**src/rtl/cdc_mmio_bridge_pkg.sv**
```systemverilog
// Shared register indices, bit positions and payload types for the CDC MMIO bridge.
package cdc_mmio_bridge_pkg;

  // Word register indices on addr_i
  typedef enum logic [1:0] {
    CDC_REG_DATA   = 2'd0,
    CDC_REG_STATUS = 2'd1,
    CDC_REG_CTRL   = 2'd2,
    CDC_REG_ERR    = 2'd3
  } cdc_reg_e;

  localparam int unsigned REG_W          = 32;
  localparam int unsigned CNT_W          = 8;

  // DATA register
  localparam int unsigned DATA_VALID_BIT = 31;

  // STATUS register
  localparam int unsigned STAT_RX_CNT_LSB = 0;
  localparam int unsigned STAT_TX_CNT_LSB = 8;
  localparam int unsigned STAT_RX_EMPTY   = 16;
  localparam int unsigned STAT_RX_FULL    = 17;
  localparam int unsigned STAT_TX_EMPTY   = 18;
  localparam int unsigned STAT_TX_FULL    = 19;

  // CTRL register
  localparam int unsigned CTRL_RX_THR_LSB = 0;
  localparam int unsigned CTRL_TX_THR_LSB = 8;
  localparam int unsigned CTRL_RX_IE      = 16;
  localparam int unsigned CTRL_TX_IE      = 17;
  localparam int unsigned CTRL_ERR_IE     = 18;
  localparam int unsigned CTRL_RX_FLUSH   = 19;
  localparam int unsigned CTRL_TX_FLUSH   = 20;
  localparam int unsigned CTRL_STORE_W    = 19;

  // ERR register
  localparam int unsigned ERR_TXOVF  = 0;
  localparam int unsigned ERR_RXUNF  = 1;
  localparam int unsigned ERR_RXDROP = 2;
  localparam int unsigned ERR_W      = 3;

  // Persistent CTRL fields, laid out to match CTRL[18:0]
  typedef struct packed {
    logic             err_ie;
    logic             tx_ie;
    logic             rx_ie;
    logic [CNT_W-1:0] tx_thresh;
    logic [CNT_W-1:0] rx_thresh;
  } cdc_ctrl_t;

  // Clamp a FIFO occupancy to the 8-bit STATUS field
  function automatic logic [CNT_W-1:0] sat8(input logic [31:0] c);
    return (c > 32'd255) ? 8'hFF : c[CNT_W-1:0];
  endfunction

endpackage

```
**src/rtl/cdc_mmio_bridge_fifo.sv**
```systemverilog
// Synchronous FIFO with flush; head symbol presented combinationally from storage.
// Ports: clk_i/rst_i, push/pop/flush controls, wdata in, rdata (head, 0 when empty),
//        count/full/empty status derived from the registered occupancy.
module sync_fifo #(
  parameter int unsigned DEPTH = 16,
  parameter int unsigned WIDTH = 8
) (
  input  logic                   clk_i,
  input  logic                   rst_i,
  input  logic                   push,
  input  logic                   pop,
  input  logic                   flush,
  input  logic [WIDTH-1:0]       wdata,
  output logic [WIDTH-1:0]       rdata,
  output logic [$clog2(DEPTH):0] count,
  output logic                   full,
  output logic                   empty
);

  localparam int unsigned PW = $clog2(DEPTH);
  localparam int unsigned CW = PW + 1;

  logic [WIDTH-1:0] mem [DEPTH];
  logic [PW-1:0]    wr_ptr;
  logic [PW-1:0]    rd_ptr;
  logic             do_push;
  logic             do_pop;

  assign full    = (count == CW'(DEPTH));
  assign empty   = (count == '0);
  assign do_push = push && !full;
  assign do_pop  = pop && !empty;
  assign rdata   = empty ? '0 : mem[rd_ptr];

  // Pointers and occupancy; flush overrides any same-cycle traffic
  always_ff @(posedge clk_i or posedge rst_i) begin
    if (rst_i) begin
      wr_ptr <= '0;
      rd_ptr <= '0;
      count  <= '0;
    end else if (flush) begin
      wr_ptr <= '0;
      rd_ptr <= '0;
      count  <= '0;
    end else begin
      if (do_push) wr_ptr <= wr_ptr + PW'(1);
      if (do_pop)  rd_ptr <= rd_ptr + PW'(1);
      case ({do_push, do_pop})
        2'b10:   count <= count + CW'(1);
        2'b01:   count <= count - CW'(1);
        default: count <= count;
      endcase
    end
  end

  // Storage array, no reset needed: contents are only visible through rd_ptr when non-empty
  always_ff @(posedge clk_i) begin
    if (do_push && !flush) mem[wr_ptr] <= wdata;
  end

endmodule

```
**src/rtl/cdc_mmio_bridge.sv**
```systemverilog
// MMIO peripheral bridging the CPU data bus to the USB_CDC byte streams.
// Ports: clk_i/rst_i; bus sel_i/read_i/write_i/addr_i/wdata_i -> rdata_o/rvalid_o;
//        irq_o level interrupt; TX stream in_data_o/in_valid_o/in_ready_i;
//        RX stream out_data_i/out_valid_i/out_ready_o.
module cdc_mmio_bridge
  import cdc_mmio_bridge_pkg::*;
#(
  parameter int unsigned RX_DEPTH = 16,
  parameter int unsigned TX_DEPTH = 16,
  parameter int unsigned DATA_W   = 8
) (
  input  logic              clk_i,
  input  logic              rst_i,
  input  logic              sel_i,
  input  logic              read_i,
  input  logic              write_i,
  input  logic [1:0]        addr_i,
  input  logic [31:0]       wdata_i,
  output logic [31:0]       rdata_o,
  output logic              rvalid_o,
  output logic              irq_o,
  output logic [DATA_W-1:0] in_data_o,
  output logic              in_valid_o,
  input  logic              in_ready_i,
  input  logic [DATA_W-1:0] out_data_i,
  input  logic              out_valid_i,
  output logic              out_ready_o
);

  localparam int unsigned RX_CW = $clog2(RX_DEPTH) + 1;
  localparam int unsigned TX_CW = $clog2(TX_DEPTH) + 1;

  cdc_reg_e          reg_sel;
  logic              rd_req;
  logic              wr_req;

  logic              rx_push, rx_pop, rx_full, rx_empty;
  logic              tx_push, tx_pop, tx_full, tx_empty;
  logic [DATA_W-1:0] rx_head;
  logic [RX_CW-1:0]  rx_count;
  logic [TX_CW-1:0]  tx_count;
  logic [CNT_W-1:0]  rx_cnt8, tx_cnt8;

  cdc_ctrl_t         ctrl_q;
  logic              rx_flush_q, tx_flush_q;
  logic [ERR_W-1:0]  err_q;
  logic [ERR_W-1:0]  err_set_c, err_clr_c;
  logic [CNT_W-1:0]  stall_q;
  logic [31:0]       rd_data_c;
  logic              irq_c;
  logic              unused_wdata;

  assign reg_sel = cdc_reg_e'(addr_i);
  assign rd_req  = sel_i && read_i;
  // Read wins over a simultaneous write
  assign wr_req  = sel_i && write_i && !read_i;

  assign out_ready_o = !rx_full;
  assign in_valid_o  = !tx_empty;

  assign rx_push = out_valid_i && out_ready_o;
  assign rx_pop  = rd_req && (reg_sel == CDC_REG_DATA) && !rx_empty;
  assign tx_push = wr_req && (reg_sel == CDC_REG_DATA) && !tx_full;
  assign tx_pop  = in_valid_o && in_ready_i;

  assign rx_cnt8 = sat8(32'(rx_count));
  assign tx_cnt8 = sat8(32'(tx_count));

  assign unused_wdata = ^wdata_i[31:21];

  sync_fifo #(.DEPTH(RX_DEPTH), .WIDTH(DATA_W)) u_rx_fifo (
    .clk_i (clk_i),
    .rst_i (rst_i),
    .push  (rx_push),
    .pop   (rx_pop),
    .flush (rx_flush_q),
    .wdata (out_data_i),
    .rdata (rx_head),
    .count (rx_count),
    .full  (rx_full),
    .empty (rx_empty)
  );

  sync_fifo #(.DEPTH(TX_DEPTH), .WIDTH(DATA_W)) u_tx_fifo (
    .clk_i (clk_i),
    .rst_i (rst_i),
    .push  (tx_push),
    .pop   (tx_pop),
    .flush (tx_flush_q),
    .wdata (wdata_i[DATA_W-1:0]),
    .rdata (in_data_o),
    .count (tx_count),
    .full  (tx_full),
    .empty (tx_empty)
  );

  // Read mux; flush bits always read back as 0
  always_comb begin
    rd_data_c = '0;
    case (reg_sel)
      CDC_REG_DATA:   rd_data_c = rx_empty ? 32'd0 : {1'b1, 15'b0, 16'(rx_head)};
      CDC_REG_STATUS: rd_data_c = {12'b0, tx_full, tx_empty, rx_full, rx_empty, tx_cnt8, rx_cnt8};
      CDC_REG_CTRL:   rd_data_c = {13'b0, ctrl_q};
      CDC_REG_ERR:    rd_data_c = {29'b0, err_q};
    endcase
  end

  // Error event detection and write-1-to-clear mask
  always_comb begin
    err_set_c             = '0;
    err_set_c[ERR_TXOVF]  = wr_req && (reg_sel == CDC_REG_DATA) && tx_full;
    err_set_c[ERR_RXUNF]  = rd_req && (reg_sel == CDC_REG_DATA) && rx_empty;
    err_set_c[ERR_RXDROP] = out_valid_i && rx_full && (stall_q == 8'hFF);
    err_clr_c             = (wr_req && (reg_sel == CDC_REG_ERR)) ? wdata_i[ERR_W-1:0] : '0;
  end

  always_comb begin
    irq_c = (ctrl_q.rx_ie && (rx_cnt8 >= ctrl_q.rx_thresh) && (ctrl_q.rx_thresh != '0)) ||
            (ctrl_q.tx_ie && (tx_cnt8 <= ctrl_q.tx_thresh)) ||
            (ctrl_q.err_ie && (|err_q));
  end

  // Bus response, control/error registers, RX stall counter and interrupt
  always_ff @(posedge clk_i or posedge rst_i) begin
    if (rst_i) begin
      rdata_o    <= '0;
      rvalid_o   <= 1'b0;
      ctrl_q     <= '0;
      rx_flush_q <= 1'b0;
      tx_flush_q <= 1'b0;
      err_q      <= '0;
      stall_q    <= '0;
      irq_o      <= 1'b0;
    end else begin
      rvalid_o <= rd_req;
      if (rd_req) rdata_o <= rd_data_c;

      if (wr_req && (reg_sel == CDC_REG_CTRL)) begin
        ctrl_q     <= cdc_ctrl_t'(wdata_i[CTRL_STORE_W-1:0]);
        rx_flush_q <= wdata_i[CTRL_RX_FLUSH];
        tx_flush_q <= wdata_i[CTRL_TX_FLUSH];
      end else begin
        rx_flush_q <= 1'b0;
        tx_flush_q <= 1'b0;
      end

      // Set has priority over a same-cycle clear
      err_q <= (err_q & ~err_clr_c) | err_set_c;

      // Consecutive cycles of an offered RX symbol refused because the FIFO is full
      if (out_valid_i && rx_full) begin
        if (stall_q != 8'hFF) stall_q <= stall_q + 8'd1;
      end else begin
        stall_q <= '0;
      end

      irq_o <= irq_c;
    end
  end

endmodule

```
**config.mk**
```make
export PLATFORM = sky130hd
export DESIGN_NAME = cdc_mmio_bridge
export DESIGN_NICKNAME = d
export VERILOG_FILES = /design/src/rtl/cdc_mmio_bridge_pkg.sv /design/src/rtl/cdc_mmio_bridge_fifo.sv /design/src/rtl/cdc_mmio_bridge.sv
export SDC_FILE = /design/constraint.sdc
export NUM_CORES = 1
export LEC_CHECK = 0
export CAP_MARGIN = 20
export CORE_ASPECT_RATIO = 1.4
export CORE_UTILIZATION = 41
export DETAILED_ROUTE_END_ITERATION = 7
export PLACE_DENSITY = 0.64
export SYNTH_ARGS = -nofsm -noshare
export SYNTH_HDL_FRONTEND = slang
export SYNTH_SLANG_ARGS = --single-unit
```
**constraint.sdc**
```tcl
create_clock -name clk_i -period 7.5 [get_ports clk_i]
set_input_delay 1.5 -clock clk_i [delete_from_list [all_inputs] [get_ports clk_i]]
set_output_delay 1.5 -clock clk_i [all_outputs]
set_load 0.01 [all_outputs]
```
==> impl_metrics.ini, run 1 <==
[outcome]
status = completed

[sta]
fmax_mhz = 214
rsz0062_at_grt = no
clock_skew_ns = 0.0231
tns_ns = 0
fin_crit_ns = 4.66
tightest_slew_ns = 1.04
final-hold-violation-count = 0
maxSlewHeadroom_pct = 30.8
period_share_pct = 62.2
report.final.slew_viol_count = 0
setup_violations = 0
fin_ws_ns = 2.84

[power]
finalPower_mw = 5.50
powerDensity_nw_per_um2 = 335
ir_drop_mv = 0.238
p_leak_nw = 5.70

[hold_path]
min_path_cells = 2
hold_path.class = register to register

[synth]
synth_area_um2 = 14200
synth_edf_count = 256
synth_most_common_cell = edfxtp_1
synth_seq_cells = 337
ys_top_cells_by_area = edfxtp_1 54%, dfrtp_1 14%, mux4_2 11%
syn_inst = 874
yosysTopAreaCellShare_pct = 54.2
yosys.area.top_type = edfxtp_1
seq_area_frac_synth_pct = 68.5
async_flop_share_pct = 24.0
ys_top_cells_by_count = 256 x edfxtp_1, 81 x dfrtp_1, 72 x mux4_2, 69 x nor2_1, 51 x nand2_1
synth_cell_types = 60
ys.flop_type = edfxtp_1
syn_avg_cell_area_um2 = 16.2
yosysWarnings = 0

[clocking]
cts_sinks = 337
numCtsBuffers = 34
cts_tree = yes
cts-root-buf = clkbuf_16
ctsResizeCount = 0
hold_buffers = 0
cts_setup_buffers = 0
htreeDepth = 2
cts_buffer_depth = 3
clkSlewWorstSetupHoldPaths_ns = 0.06
clk_latency_ns = 0.52

[die]
num_rows = 80
fp.dieH_um = 222
start_util_pct = 41.7
dieArea_um2 = 35300
core_um2 = 34000
io_pins = 93
die_w_um = 159

[cells_and_area]
num_antenna_cells = 0
fin_area_um2 = 16400
nets = 1014
stdcell_count = 1419
drive_gt1_share_pct = 17.0
syn_to_final_growth_pct = 15.9

[setup_path]
startpoint_type = register
crit_top_cell = mux4_2
slowest_delay_ns = 0.62
rr_worst_depth = 10
cp.arrival_ns = 3.16
crit_path_top_delay_cell = mux4_2
path_depth = 5
critPathBufInv = 2
cp-end-kind = output port
required_ns = 6.00
crit_type = register to output port
cpLargestDelayFamily = multiplexers
path_cells = buf_4, mux4_2, mux4_2, nor2b_1, clkdlybuf4s50_1
path_max_fanout = 35

[detailed_routing]
avgViaCountPerCell = 5.31
drtPass1Iterations = 4
vias = 7528
routed_wirelength_um = 28300
dr.first_iter.drc_count = 536
drc = 0
post_drt_wl_per_cell_um = 20.0
ant_nets = 0

[place]
place_ws_ns = 3.01
dpl_cell_area_um2 = 15300
placed_cells = 1356
place_congestion = 0.781
dp_hpwl_um = 18900
portBuffers = 70

[grt]
grt_first_pass_wirelength_um = 44800
grt_pass1_vias = 7848
grt_start_max_net_pins = 82
track_usage_pct = 16.6
antenna_found_initial = 0
overflow = 0

[run]
maxCapViolCount = 0
[worst register-to-register path: cells and delay by family (launching register included)]
kind	cells	cell delay, ns
adders and majority gates	1	0.23
DFF	1	0.51
buffers and inverters	1	0.21
and+or+nand+nor	4	1.42
xor gates and xnor gates	2	0.29
AOI/OAI and AO/OA	2	0.38
[routing by layer]
metal	part of all wire (%)	track usage, %
met1	38	19.1
met5	0	0
met4	2.1	5.18
met2	55	30.8
met3	4.4	3.09
[power breakdown]
group	leakage, nW	internal, mW	switching [mW]	total (mW)
sequential	3.33	2.20	0.204	2.41
clock	0.542	0.992	0.702	1.69
combinational	1.83	0.751	0.648	1.40
total	5.70	3.94	1.55	5.50
[flip-flops by register name, summed over array words and instances, names as in the netlist, 3 cells and up]
signal            flops
u_tx_fifo.rd_ptr      4
stall_q               8
u_rx_fifo.rd_ptr      4
err_q                 3
u_tx_fifo.wr_ptr      4
u_rx_fifo.mem       128
u_rx_fifo.wr_ptr      4
u_rx_fifo.count       5
rdata_o              21
u_tx_fifo.mem       128
ctrl_q               19
u_tx_fifo.count       5
[path summary, 6_finish.rpt]
path | start | end | slack, ns
max | u_tx_fifo.rd_ptr[0] | in_data_o[6] | 2.84
min | rdata_o[31] | rdata_o[31] | 0.49
max reg2reg | u_rx_fifo.count[1] | u_rx_fifo.count[4] | 4.33
min reg2reg | rdata_o[31] | rdata_o[31] | 0.49
max in group asynchronous | rst_i | rdata_o[7] | 5.61
min in group asynchronous | rst_i | rdata_o[14] | 1.28
[cells by family after synthesis]
kind of cell,synth area share [%]
xor+xnor,1.30
other cells,0.0265
flops,68.5
mux,13.6
buf+inv,2.82
compound gates,4.66
fa+ha+maj,2.03
simple gates,7.00
[cells in the final DEF (no fill, tap or decap), types with 3 or more instances in the layout]
cell	synthesis	routed
and3_1	7	7
and2_1	10	10
conb_1	1	11
dfrtp_1	81	79
o22ai_1	6	6
bufinv_16	0	3
xnor2_1	11	11
mux2_2	18	18
a22o_1	4	4
nand2_1	51	51
edfxtp_1	256	256
clkbuf_16	0	35
nor2b_1	17	17
mux2i_1	11	11
inv_1	23	22
a21oi_1	18	18
nor2_1	69	69
nand3_1	12	12
a221oi_1	6	6
clkbuf_1	40	9
clkinv_2	0	5
nor3_1	5	5
a22oi_1	7	7
nor4_1	5	5
clkdlybuf4s50_1	0	70
o21ai_0	29	29
a211oi_1	7	7
buf_4	11	14
a221o_1	4	4
xor2_1	10	10
nand4_1	9	9
clkinv_1	1	4
o21a_1	5	5
mux4_2	72	72
ha_1	23	23
[per-stage QoR]
step / util (%) / hold slack, ns
after global routing: 48.3 / 0.513
after global placement: 44.9 / 0.467
after detailed placement: 44.9 / 0.476
after floorplan: - / 0.456
after CTS: 48.2 / 0.494
final: 48.3 / 0.488
[final cells by class]
cell class / count / area [um2]
repair buffers: 85 / 833
flip-flops and latches: 337 / 9720
fillers: 2933 / 17600
clock inverters: 16 / 186
inverters: 24 / 91.3
clock buffers: 46 / 937
multi-input cells: 460 / 4100
well taps: 451 / 564
No activity file was read; power rests on OpenSTA's default activity.
==> run 2: changes to the inputs <==
PLACE_DENSITY = 0.66   (was 0.64)
clock period = 3.8 ns   (was 7.5 ns; I/O delays follow)
==> run 2 against run 1 <==
Net effect: power grew 94%; final area grew 0.15%; critical path type unchanged; core utilization grew 0.074 points; final cell count grew 1.1%; sequential share of layout area shrank 0.090 points; worst hold slack lost 0.0052 ns; flip-flop and latch count is the same; sequential power grew 99%; critical endpoint is now in_data_o[3]; combinational power grew 100%.
==> impl_metrics.ini, run 2 (same netlist as run 1, synthesis figures left out) <==
[detailed_routing]
post_drt_wl_per_cell_um = 20.4
routed_wirelength_um = 29200
vias = 7597
ant_nets = 0
dr.first_iter.drc_count = 428
avgViaCountPerCell = 5.30
drtPass1Iterations = 4
drc = 0

[power]
powerDensity_nw_per_um2 = 648
p_leak_nw = 5.75
ir_drop_mv = 0.402

[sta]
clock_skew_ns = 0.0181
setup_violations = 0
tns_ns = 0
final-hold-violation-count = 0
fmax_mhz = 277
tightest_slew_ns = 0.979
hold_ws_ns = 0.482
period_share_pct = 95.1
maxSlewHeadroom_pct = 34.7
report.final.slew_viol_count = 0
fin_crit_ns = 3.62
rsz0062_at_grt = no

[die]
die_w_um = 159
io_pins = 93
num_rows = 80
dieArea_um2 = 35300
start_util_pct = 41.7
core_um2 = 34000
fp.dieH_um = 222

[setup_path]
cpLargestDelayFamily = multiplexers
r2r-end = u_tx_fifo.count[4]
cp-end-kind = output port
crit_path_top_delay_cell = mux4_2
required_ns = 3.04
slowest_delay_ns = 0.55
cp.arrival_ns = 2.86
rrSetupSlack_ns = 0.99
timing.rr.start = u_tx_fifo.count[1]
rr_worst_depth = 9
path_cells = buf_12, mux4_2, mux4_2, nor2b_1, clkdlybuf4s50_1
startpoint_type = register
crit_top_cell = mux4_2
path_max_fanout = 20
crit_type = register to output port
critPathBufInv = 2

[clocking]
hold_buffers = 0
ctsResizeCount = 0
clkSlewWorstSetupHoldPaths_ns = 0.07
clk_latency_ns = 0.56
cts_tree = yes
htreeDepth = 1
cts_setup_buffers = 1
numCtsBuffers = 31
cts_buffer_depth = 3
cts-root-buf = clkbuf_16
cts_sinks = 337

[cells_and_area]
num_antenna_cells = 0
syn_to_final_growth_pct = 16.1
nFillCells = 2913
fin_area_um2 = 16500
nets = 1035
final_common_cell = edfxtp_1
final_cell_mix = 256 x edfxtp_1, 79 x dfrtp_1, 72 x mux4_2
drive_gt1_share_pct = 18.3
stdcell_count = 1434
reg_top3 = u_rx_fifo.mem (128), u_tx_fifo.mem (128), rdata_o (21)
final_core_utilization_pct = 48.3

[place]
place_congestion = 0.818
dp_hpwl_um = 19800
placed_cells = 1380
dpl_cell_area_um2 = 15500
portBuffers = 70

[outcome]
status = completed

[hold_path]
min_path_cells = 2
whs_endpoint = rdata_o[16]
hold_path.class = register to register
hp-start = rdata_o[16]

[grt]
track_usage_pct = 17.0
grt_pass1_vias = 8060
overflow = 0
antenna_found_initial = 0
grt_start_max_net_pins = 36
grt_first_pass_wirelength_um = 46000

[run]
maxCapViolCount = 0
-- run 2: cell count changes in the layout (fill, tap and decap cells not counted), moves of 2 or more --
cell       delta
clkinv_8      -2
clkbuf_8      -2
clkinv_1      +2
clkbuf_16     -4
clkbuf_1      -2
buf_4        +24
-- run 2: area by class of cell --
cell class | instances | area [um2] | share of cell area, %
Multi-Input combinational cell | 460 | 4100 | 24.9
Tap cell | 451 | 564 | 3.43
Inverter | 24 | 91.3 | 0.555
Timing Repair Buffer | 109 | 1010 | 6.11
Clock inverter | 15 | 174 | 1.06
Sequential cell | 337 | 9720 | 59.1
Clock buffer | 38 | 802 | 4.87
-- run 2: tightest hold or removal path, stage by stage, from the launching register on --
cell and delay, ns:
dfrtp_1 0.34, nand2_1 0.04, o21ai_0 0.06
-- run 2: stage by stage --
| step | power, mW | setup slack (ns) |
|---|---|---|
| 2_1_floorplan | 6.75 | 0.845 |
| 3_3_place_gp | 7.68 | 0.436 |
| 3_5_place_dp | 7.73 | 0.360 |
| 4_1_cts | 10.8 | 0.145 |
| 5_1_grt | 11.2 | 0.0926 |
| 6_report | 10.7 | 0.185 |
-- run 2: report_power, final --
group          internal, mW  total [mW]  leakage [nW]  switching, mW
registers              4.34        4.80          3.33          0.459
logic                  1.54        2.81          1.95           1.27
clock network          1.76        3.05         0.471           1.29
-- run 2: worst max-delay path by stage --
stage | depth (start not counted) | slack, ns | end | startpoint
2_1_floorplan | 10 | 0.84 | u_rx_fifo.count[4] | addr_i[1]
3_3_place_gp | 6 | 0.44 | u_tx_fifo.mem[9][5] | addr_i[0]
3_5_place_dp | 6 | 0.36 | u_tx_fifo.mem[11][5] | addr_i[0]
4_1_cts | 5 | 0.14 | in_data_o[3] | u_tx_fifo.rd_ptr[0]
5_1_grt | 5 | 0.09 | in_data_o[4] | u_tx_fifo.rd_ptr[0]
6_report | 5 | 0.18 | in_data_o[3] | u_tx_fifo.rd_ptr[0]
-- run 2: per-layer routing --
metal | share of wire (%) | GRT usage [%]
met1 | 39 | 20.6
met2 | 54 | 31.4
met3 | 3.8 | 2.10
met4 | 2.4 | 4.96
met5 | 0 | 0
